**src/rtl/ir_move_scheduler_pkg.sv**
```systemverilog
// Shared types and constants for the IR paddle move scheduler.
// Channel pair (2k, 2k+1) belongs to player k as (up, down).
package ir_move_scheduler_pkg;

  localparam int CH_UP = 0;
  localparam int CH_DN = 1;

  localparam int DEF_CNT_W        = 20;
  localparam int DEF_DEBOUNCE_CYC = 1000;
  localparam int DEF_HOLD_CYC     = 20000;
  localparam int DEF_REPEAT_CYC   = 1000000;

  typedef enum logic {
    ARB_IDLE  = 1'b0,
    ARB_OFFER = 1'b1
  } arb_state_t;

endpackage

```
**src/rtl/ir_move_scheduler_if.sv**
```systemverilog
// Move-update handshake between the scheduler and the paddle logic.
// The master offers a channel index; the slave accepts with ready.
interface ir_move_scheduler_if #(
  parameter int CH_W = 2
) ();

  logic            upd_valid;
  logic [CH_W-1:0] upd_ch;
  logic            upd_ready;

  modport master (
    output upd_valid,
    output upd_ch,
    input  upd_ready
  );

  modport slave (
    input  upd_valid,
    input  upd_ch,
    output upd_ready
  );

endinterface

```
**src/rtl/ir_move_scheduler_filter.sv**
```systemverilog
// One IR channel: 2-FF sync, debounce/hold filter, repeat-event timer.
// ev pulses in the first det=1 cycle and every REPEAT_CYC cycles after.
module ir_channel_filter
  import ir_move_scheduler_pkg::*;
#(
  parameter int CNT_W        = DEF_CNT_W,
  parameter int DEBOUNCE_CYC = DEF_DEBOUNCE_CYC,
  parameter int HOLD_CYC     = DEF_HOLD_CYC,
  parameter int REPEAT_CYC   = DEF_REPEAT_CYC
) (
  input  logic clk,
  input  logic rst_n,
  input  logic raw,
  output logic det,
  output logic ev
);

  localparam logic [CNT_W-1:0] DEB_LAST = CNT_W'(DEBOUNCE_CYC - 1);
  localparam logic [CNT_W-1:0] HLD_LAST = CNT_W'(HOLD_CYC - 1);
  localparam logic [CNT_W-1:0] REP_LAST = CNT_W'(REPEAT_CYC - 1);

  logic [1:0]       sync_q;
  logic             s;
  logic             det_q;
  logic             ev_q;
  logic [CNT_W-1:0] deb_cnt;
  logic [CNT_W-1:0] rep_cnt;
  logic             falling;

  assign s       = sync_q[1];
  assign falling = det_q && !s && (deb_cnt >= HLD_LAST);
  assign det     = det_q;
  assign ev      = ev_q;

  always_ff @(posedge clk or negedge rst_n) begin
    if (!rst_n) begin
      sync_q  <= '0;
      det_q   <= 1'b0;
      ev_q    <= 1'b0;
      deb_cnt <= '0;
      rep_cnt <= '0;
    end else begin
      sync_q <= {sync_q[0], raw};
      ev_q   <= 1'b0;
      if (!det_q) begin
        rep_cnt <= '0;
        if (!s) begin
          deb_cnt <= '0;
        end else if (deb_cnt >= DEB_LAST) begin
          det_q   <= 1'b1;
          deb_cnt <= '0;
          ev_q    <= 1'b1;
        end else begin
          deb_cnt <= deb_cnt + 1'b1;
        end
      end else begin
        if (s) begin
          deb_cnt <= '0;
        end else if (falling) begin
          det_q   <= 1'b0;
          deb_cnt <= '0;
        end else begin
          deb_cnt <= deb_cnt + 1'b1;
        end
        // repeat timer only runs while the detection is held
        if (falling) begin
          rep_cnt <= '0;
        end else if (rep_cnt >= REP_LAST) begin
          rep_cnt <= '0;
          ev_q    <= 1'b1;
        end else begin
          rep_cnt <= rep_cnt + 1'b1;
        end
      end
    end
  end

endmodule

```
**src/rtl/ir_move_scheduler.sv**
```systemverilog
// Turns filtered IR detections into paddle move requests, one at a
// time, via pending bits, pair-conflict cancel and a round-robin FSM.
module ir_move_scheduler
  import ir_move_scheduler_pkg::*;
#(
  parameter int N_CH         = 4,
  parameter int CH_W         = 2,
  parameter int CNT_W        = DEF_CNT_W,
  parameter int DEBOUNCE_CYC = DEF_DEBOUNCE_CYC,
  parameter int HOLD_CYC     = DEF_HOLD_CYC,
  parameter int REPEAT_CYC   = DEF_REPEAT_CYC
) (
  input  logic              clk_100MHz,
  input  logic              reset_n,
  input  logic              enable,
  input  logic [N_CH-1:0]   ir_raw,
  output logic [N_CH-1:0]   det,
  ir_move_scheduler_if.master upd,
  output logic              overrun
);

  logic [N_CH-1:0] ev_raw;
  logic [N_CH-1:0] ev;
  logic [N_CH-1:0] pend_q;
  logic [N_CH-1:0] pend_eff;
  logic [N_CH-1:0] pend_nxt;
  logic [N_CH-1:0] acc_vec;
  logic            accept;
  logic            ov_nxt;

  arb_state_t      state_q;
  arb_state_t      state_nxt;
  logic            valid_q;
  logic            valid_nxt;
  logic [CH_W-1:0] ch_q;
  logic [CH_W-1:0] ch_nxt;
  logic [CH_W-1:0] last_q;
  logic [CH_W-1:0] last_nxt;
  logic [CH_W-1:0] pick;
  logic [CH_W-1:0] cand;
  logic            found;

  for (genvar i = 0; i < N_CH; i++) begin : g_ch
    ir_channel_filter #(
      .CNT_W        (CNT_W),
      .DEBOUNCE_CYC (DEBOUNCE_CYC),
      .HOLD_CYC     (HOLD_CYC),
      .REPEAT_CYC   (REPEAT_CYC)
    ) u_filt (
      .clk   (clk_100MHz),
      .rst_n (reset_n),
      .raw   (ir_raw[i]),
      .det   (det[i]),
      .ev    (ev_raw[i])
    );
  end

  assign ev     = ev_raw & {N_CH{enable}};
  assign accept = valid_q & upd.upd_ready;

  // up+down together cancel out unless one of them is already offered
  for (genvar g = 0; g < N_CH / 2; g++) begin : g_pair
    localparam logic [CH_W-1:0] UP = CH_W'(2 * g + CH_UP);
    localparam logic [CH_W-1:0] DN = CH_W'(2 * g + CH_DN);
    logic offered;
    logic cancel;
    assign offered = valid_q && (ch_q == UP || ch_q == DN);
    assign cancel  = pend_q[2*g+CH_UP] & pend_q[2*g+CH_DN] & ~offered;
    assign pend_eff[2*g+CH_UP] = pend_q[2*g+CH_UP] & ~cancel;
    assign pend_eff[2*g+CH_DN] = pend_q[2*g+CH_DN] & ~cancel;
  end

  always_comb begin
    acc_vec = '0;
    if (accept) acc_vec[ch_q] = 1'b1;
  end

  assign pend_nxt = enable ? ((pend_eff & ~acc_vec) | ev) : '0;
  assign ov_nxt   = |(ev & pend_eff & ~acc_vec);

  always_comb begin
    pick  = '0;
    cand  = '0;
    found = 1'b0;
    for (int k = 1; k <= N_CH; k++) begin
      cand = CH_W'((int'(last_q) + k) % N_CH);
      if (!found && pend_eff[cand]) begin
        found = 1'b1;
        pick  = cand;
      end
    end
  end

  always_comb begin
    state_nxt = state_q;
    valid_nxt = valid_q;
    ch_nxt    = ch_q;
    last_nxt  = last_q;
    unique case (state_q)
      ARB_IDLE: begin
        valid_nxt = 1'b0;
        if (enable && found) begin
          ch_nxt    = pick;
          valid_nxt = 1'b1;
          state_nxt = ARB_OFFER;
        end
      end
      ARB_OFFER: begin
        valid_nxt = 1'b1;
        if (upd.upd_ready) begin
          valid_nxt = 1'b0;
          last_nxt  = ch_q;
          state_nxt = ARB_IDLE;
        end
      end
    endcase
  end

  always_ff @(posedge clk_100MHz or negedge reset_n) begin
    if (!reset_n) begin
      state_q <= ARB_IDLE;
      valid_q <= 1'b0;
      ch_q    <= '0;
      last_q  <= CH_W'(N_CH - 1);
      pend_q  <= '0;
      overrun <= 1'b0;
    end else begin
      state_q <= state_nxt;
      valid_q <= valid_nxt;
      ch_q    <= ch_nxt;
      last_q  <= last_nxt;
      pend_q  <= pend_nxt;
      overrun <= ov_nxt;
    end
  end

  assign upd.upd_valid = valid_q;
  assign upd.upd_ch    = ch_q;

endmodule

```
**src/flat_wrapper.sv**
```systemverilog
// flat-port wrapper written by rule: the top's interface ports become plain ports
module ir_move_scheduler_flat import ir_move_scheduler_pkg::*;
#(
  parameter int N_CH         = 4,
  parameter int CH_W         = 2,
  parameter int CNT_W        = DEF_CNT_W,
  parameter int DEBOUNCE_CYC = DEF_DEBOUNCE_CYC,
  parameter int HOLD_CYC     = DEF_HOLD_CYC,
  parameter int REPEAT_CYC   = DEF_REPEAT_CYC
)
  (clk_100MHz, reset_n, enable, ir_raw, det, overrun, upd_upd_valid, upd_upd_ch, upd_upd_ready);
  ir_move_scheduler_if #(.CH_W(CH_W)) upd_i ();
  input  logic clk_100MHz;
  input  logic reset_n;
  input  logic enable;
  input  logic [N_CH-1:0] ir_raw;
  output logic [N_CH-1:0] det;
  output logic overrun;
  output wire logic [$bits(upd_i.upd_valid)-1:0] upd_upd_valid;
  output wire logic [$bits(upd_i.upd_ch)-1:0] upd_upd_ch;
  input wire logic [$bits(upd_i.upd_ready)-1:0] upd_upd_ready;
  assign upd_upd_valid = upd_i.upd_valid;
  assign upd_upd_ch = upd_i.upd_ch;
  assign upd_i.upd_ready = upd_upd_ready;
  ir_move_scheduler #(.N_CH(N_CH), .CH_W(CH_W), .CNT_W(CNT_W), .DEBOUNCE_CYC(DEBOUNCE_CYC), .HOLD_CYC(HOLD_CYC), .REPEAT_CYC(REPEAT_CYC)) u_core (.clk_100MHz(clk_100MHz), .reset_n(reset_n), .enable(enable), .ir_raw(ir_raw), .det(det), .upd(upd_i), .overrun(overrun));
endmodule
```
**config.mk**
```make
export PLATFORM = sky130hd
export DESIGN_NAME = ir_move_scheduler_flat
export DESIGN_NICKNAME = d
export VERILOG_FILES = /design/src/rtl/ir_move_scheduler_pkg.sv /design/src/rtl/ir_move_scheduler_if.sv /design/src/rtl/ir_move_scheduler_filter.sv /design/src/rtl/ir_move_scheduler.sv /design/src/flat_wrapper.sv
export SDC_FILE = /design/constraint.sdc
export NUM_CORES = 1
export LEC_CHECK = 0
export CAP_MARGIN = 40
export CORE_MARGIN = 2
export CORE_UTILIZATION = 25
export CTS_CLUSTER_DIAMETER = 120
export DETAILED_ROUTE_END_ITERATION = 10
export PLACE_DENSITY_LB_ADDON = 0.15
export REMOVE_ABC_BUFFERS = 1
export SLEW_MARGIN = 20
export SYNTH_ARGS = -nofsm -noshare
export SYNTH_HDL_FRONTEND = slang
export SYNTH_SLANG_ARGS = --single-unit
```
**constraint.sdc**
```tcl
create_clock -name clk_100MHz -period 3.6 [get_ports clk_100MHz]
set_input_delay 1.08 -clock clk_100MHz [delete_from_list [all_inputs] [get_ports clk_100MHz]]
set_output_delay 1.08 -clock clk_100MHz [all_outputs]
set_load 0.05 [all_outputs]
```
# Word level (Yosys, flattened, before mapping)
# Cells that the tools add are included.
# Widths: inputs -> output; s select.
dict set report totals {
  register_bits 186
  in_bits 8
  output_inout_bits 8
  wordCells 193
}
dict set report classes {
  n_addsub 12
  order_cmp 18
  eq_ne 3
  n_mux 87
  bitwise_logic 20
  n_reduce_logical 28
}
# operator count
set ops {}
lappend ops {{$mux 20} 32}
lappend ops {{$add 20x1->20 const B} 8}
lappend ops {{$ge 20x10->1 const B} 4}
lappend ops {{$ge 20x15->1 const B} 4}
lappend ops {{$ge 20x20->1 const B} 4}
lappend ops {{$mux 1} 43}
lappend ops {{$and 4x4->4} 4}
lappend ops {{$logic_and 1x1->1} 15}
lappend ops {{$lt 2x3->1 const B} 5}
lappend ops {{$and 1x1->1} 9}
lappend ops {{$bmux 1 s2} 4}
lappend ops {{$mux 2} 4}
lappend ops {{$mux 4} 2}
lappend ops {{$logic_not 1->1} 7}
lappend ops {{$not 1->1} 5}
lappend ops {{$add 2x1->2 const B} 2}
lappend ops {{$add 2x2->2 const B} 2}
lappend ops {{$eq 2x2->1 const B} 2}
lappend ops {{$not 4->4} 1}
lappend ops {{$or 4x4->4} 1}
lappend ops {{$reduce_and 2->1} 2}
lappend ops {{$reduce_or 4->1} 1}
lappend ops {{$demux 1 s2} 1}
lappend ops {{$eq 2x1->1 const B} 1}
lappend ops {{4 further kinds} 5}

# Depth between registers and ports, before layout
dict set report depth {
  word_depth 22
  depth_mapped 9
  mapped_depth_nobuf 7
}

# Cells and area by module
# Synthesis repeated with hierarchy kept, for this count alone.
dict set report hier_totals {
  cells_unflattened 902
  area_unflattened_um2 9112.5
}
# mod n_inst cells_per_inst area_per_inst_um2
set by_module_without_submodules {}
lappend by_module_without_submodules {ir_channel_filter 4 208 2113.3}
lappend by_module_without_submodules {ir_move_scheduler 1 70 659.4}

# Worst setup path before layout
# Ideal clock, no wire load.
dict set report synth_path {
  path_kind {register to register}
  start {register u_core.state_q}
  end {register u_core.ch_q[0] (netlist: u_core.upd.upd_ch[0])}
  setup_time_ns 0.111
  arrival_ns 2.113
  slack_ns 1.376
  path_stages_with_launch 8
  synth_period_minus_slack_ns 2.224
  cell_sequence {dfrtp_1 -> clkbuf_2 -> nand2b_1 -> a211oi_1 -> a41oi_1 -> a21boi_1 -> a31o_2 -> a2111oi_2}
}
dict set report synth_via {
  elab_chain_len 19
}
# element line_no
set synth_rtl {}
lappend synth_rtl {{start: declaration} ir_move_scheduler.sv:31} ;# arb_state_t state_q;
lappend synth_rtl {{start signal: assignment} ir_move_scheduler.sv:128} ;# state_q <= state_nxt;
lappend synth_rtl {{$logic_and 1x1->1} --}
lappend synth_rtl {{$not 1->1} --}
lappend synth_rtl {{$and 1x1->1} --}
lappend synth_rtl {{$not 1->1} --}
lappend synth_rtl {{$and 1x1->1 (on tied branches)} --}
lappend synth_rtl {{$bmux 1 s2} --}
lappend synth_rtl {{$mux 1 (2 in a row)} --}
lappend synth_rtl {{$logic_not 1->1} --}
lappend synth_rtl {{(+2 left out)} --}
lappend synth_rtl {{$logic_not 1->1} --}
lappend synth_rtl {{$logic_and 1x1->1} --}
lappend synth_rtl {{$mux 1} --}
lappend synth_rtl {{$logic_not 1->1} --}
lappend synth_rtl {{$logic_and 1x1->1} --}
lappend synth_rtl {{$mux 1} --}
lappend synth_rtl {{$logic_and 1x1->1} --}
lappend synth_rtl {{$reduce_and 2->1 (no line)} --}
lappend synth_rtl {{end signal: assignment} ir_move_scheduler.sv:130} ;# ch_q <= ch_nxt;
lappend synth_rtl {{end: declaration} ir_move_scheduler.sv:35} ;# logic [CH_W-1:0] ch_q;
# Parallel ways exist; a longest one is shown, timed or not. The select of a mux whose other input is x is not followed.
# A chain may end at the register's enable or synchronous reset.

==> results.md <==
* Run status: completed
* Worst path bufs/invs at 1
* Grt total ovfl at 0
* Final min period at 2850 ps
* Fin cells at 1349
* Syn. warnings at 0
* Setup Skew at 12.1 ps
* Yosys top cell by area: dfrtp_1
* Wire length of the first global-routing pass at 28.7 mm
* Final Power at 4.53 mW
* CP Cell Sequence: clkdlybuf4s50_1
* Worst R2R Start: u_core.g_ch[1].u_filt.rep_cnt[0]
* Critical path's slowest cell: clkdlybuf4s50_1
* Synth Flop Type: dfrtp_1
* CORE AREA at 0.0337 sq mm
* Setup TNS Final at 0 ps
* CTS Buffer Depth at 2
* Routed Antenna Nets at 0
* Hold EP: u_core.g_ch[0].u_filt.sync_q[1]
* DRC at 0
* Worst hold path type: flop to flop
* First-pass DRT Iterations at 4
* GPL Wtd Cong at 0.781
* Net count, final at 904
* First DRT Iteration DRCs at 243
* CP peak stage delay at 860 ps
* Peak supply drop at 0.000338 V
* Hold path start: u_core.g_ch[0].u_filt.sync_q[0]
* Max Cap Viol at 0
* Worst-path clk slew at 70 ps
* CTS buffer count at 17
* Arr. time, crit path at 1770 ps
* Port bufs at 15
* Postcts setup bufs at 0
* Top cells by count, synth: dfrtp_1, nor2_1, xor2_1
* Kind of critical path: flop to output pin
* CTS resizes at 0
* DR WL/cell at 11.7 microns
* Die area at 0.0359 sq mm
* Post-Place Cells at 1317
* Vias in the first global route at 6041
* Via Count at 5763
* Slew headroom at 55.4%
* Dpl cell area at 0.00930 sq mm
* Max Slew Vio Count at 0
* Post-synth ARST share at 100%
* Mapped cell area at 0.00861 sq mm
* Top delay family on crit path: buffers and inverters
* Synthesis-to-finish area growth at 14.4%
* Ant diodes at 0
* FP Rows at 67
* Hold depth at 0
* Avg Inst Size Synth at 10.1 sq um
* Internal reg-to-reg setup slack at 1120 ps
* Die span in y at 190 microns
* Mapped Cells at 855
* #FFs+latches synth at 186
* Synth unique cells at 60
* Layout cells sized above 1 at 7.55%
* Fill count at 3560
* Req. time, crit path at 2520 ps
* Leak pwr at 4.06 nW
* Most common cell in the synthesized netlist: dfrtp_1
* Vias per cell at 4.27
* Slew @ Worst Pin at 669 ps
* Crit end category: output pin
* CTS tree: built
* FF-to-FF End: u_core.g_ch[1].u_filt.rep_cnt[19]
* Reg2reg path depth at 7
* Final Hold Viols at 0
* Post-synth EDFFs at 0
* H-tree depth at 4
* PD cells at 460 mW/mm^2
* CTS sink count at 186
* Post-CTS Hold Buffers at 0
* Initial Utilization at 25.5%
* IO Count at 16
* Final setup violation count at 0
* Design Area, Final at 0.00984 sq mm
* Clock Latency Late Sink at 430 ps
* Final worst-path cycle share at 79.3%
* Initial antenna violation count at 1
* Largest net degree at the start of global routing at 77
* Root Driver: clkbuf_16
* Die width at 190 microns
* Final HPWL DP at 10.4 mm
* Startpoint class of the critical path: flop
* Max Clock Freq at 350 MHz
* Seq/Total Area, Yosys at 54.1%
* Post-Route WL at 15.8 mm
* GRT Util Overall at 9.68%
* RSZ-0062 raised after global routing: no
* Synth top area share at 53.5%
* Crit-path max FO at 9
* Top cells by area, synth: dfrtp_1, xor2_1, nor2_1
registers in the layout, summed over array words and instances (netlist names):
signal / flops
u_core.g_ch.u_filt.ev: 4
u_core.g_ch.u_filt.rep_cnt: 80
u_core.g_ch.u_filt.deb_cnt: 80
u_core.overrun: 1
u_core.pend_q: 4
u_core.upd.upd_ch: 2
u_core.last_q: 2
u_core.state_q: 1
u_core.g_ch.u_filt.det: 4
u_core.g_ch.u_filt.sync_q: 8
how the worst max path moves through the flow:
stage	endpoint	cells past startpoint	slack [ps]	startpoint
after floorplan	u_core.g_ch[1].u_filt.rep_cnt[19]	7	1390	u_core.g_ch[1].u_filt.rep_cnt[0]
after global routing	upd_upd_ch[1]	1	670	u_core.upd.upd_ch[1]
after detailed placement	u_core.upd.upd_ch[0]	4	1060	enable
after CTS	upd_upd_valid	1	730	u_core.state_q
after global placement	u_core.upd.upd_ch[0]	4	1080	enable
final	upd_upd_valid	1	750	u_core.state_q
cell families after synthesis:
logic type / count (synthesis) / synth area share, %
other cells: 1 / 0.0436
mux: 1 / 0.116
simple gates: 413 / 23.0
buf+inv: 42 / 2.38
fa+ha+maj: 8 / 1.16
xor+xnor: 119 / 12.1
flops: 186 / 54.1
compound gates: 85 / 7.08
where the power goes:
| group | total (mW) | internal [mW] | leakage [nW] | switching (mW) |
|---|---|---|---|---|
| Combinational | 0.523 | 0.178 | 1.31 | 0.345 |
| Sequential | 2.27 | 2.17 | 2.50 | 0.103 |
| Clock | 1.73 | 0.905 | 0.248 | 0.828 |
metal layers:
metal | vias up | track usage (%) | share of wire [%]
li1 | 2951 | - | -
met2 | 32 | 15.3 | 46
met1 | 2769 | 13.0 | 51
met3 | 11 | 2.08 | 1.9
met4 | 0 | 3.67 | 1.4
met5 | - | 0 | 0
cell type report:
| cell class | count | area, sq um | area share, % |
|---|---|---|---|
| clock buffers | 19 | 443 | 4.50 |
| clock inverters | 13 | 98.8 | 1.00 |
| inverters | 20 | 75.1 | 0.763 |
| multi-input cells | 646 | 3820 | 38.8 |
| flip-flops and latches | 186 | 4660 | 47.3 |
| well taps | 448 | 561 | 5.69 |
| repair buffers | 17 | 194 | 1.97 |
cell usage in the layout, fill, tap and decap left out, types with 6 or more instances in the layout:
| cell type | synthesis | final |
|---|---|---|
| ha_1 | 8 | 8 |
| a21oi_1 | 17 | 17 |
| dfrtp_1 | 184 | 184 |
| clkbuf_16 | 0 | 17 |
| a31oi_1 | 7 | 7 |
| or4_1 | 8 | 8 |
| clkinvlp_4 | 0 | 6 |
| nor3_1 | 14 | 14 |
| nor2_1 | 150 | 150 |
| and4_1 | 6 | 6 |
| inv_1 | 20 | 20 |
| conb_1 | 1 | 20 |
| nor4_1 | 6 | 6 |
| nand2_1 | 68 | 68 |
| nand3_1 | 69 | 69 |
| clkdlybuf4s50_1 | 0 | 14 |
| nor2b_1 | 11 | 11 |
| and3_1 | 28 | 28 |
| nor2_2 | 19 | 19 |
| nand4_1 | 18 | 18 |
| xnor2_1 | 47 | 47 |
| xor2_1 | 72 | 72 |
| o21ai_0 | 8 | 8 |
per-stage QoR:
step / worst slack [ps] / utilization (%) / hold slack (ps)
floorplan: 1390 / - / 331
global placement: 1080 / 27.6 / 334
detailed placement: 1060 / 27.6 / 335
CTS: 729 / 29.2 / 351
global route: 675 / 29.2 / 355
finish: 746 / 29.2 / 350
Power figures use the tool's default switching activity.
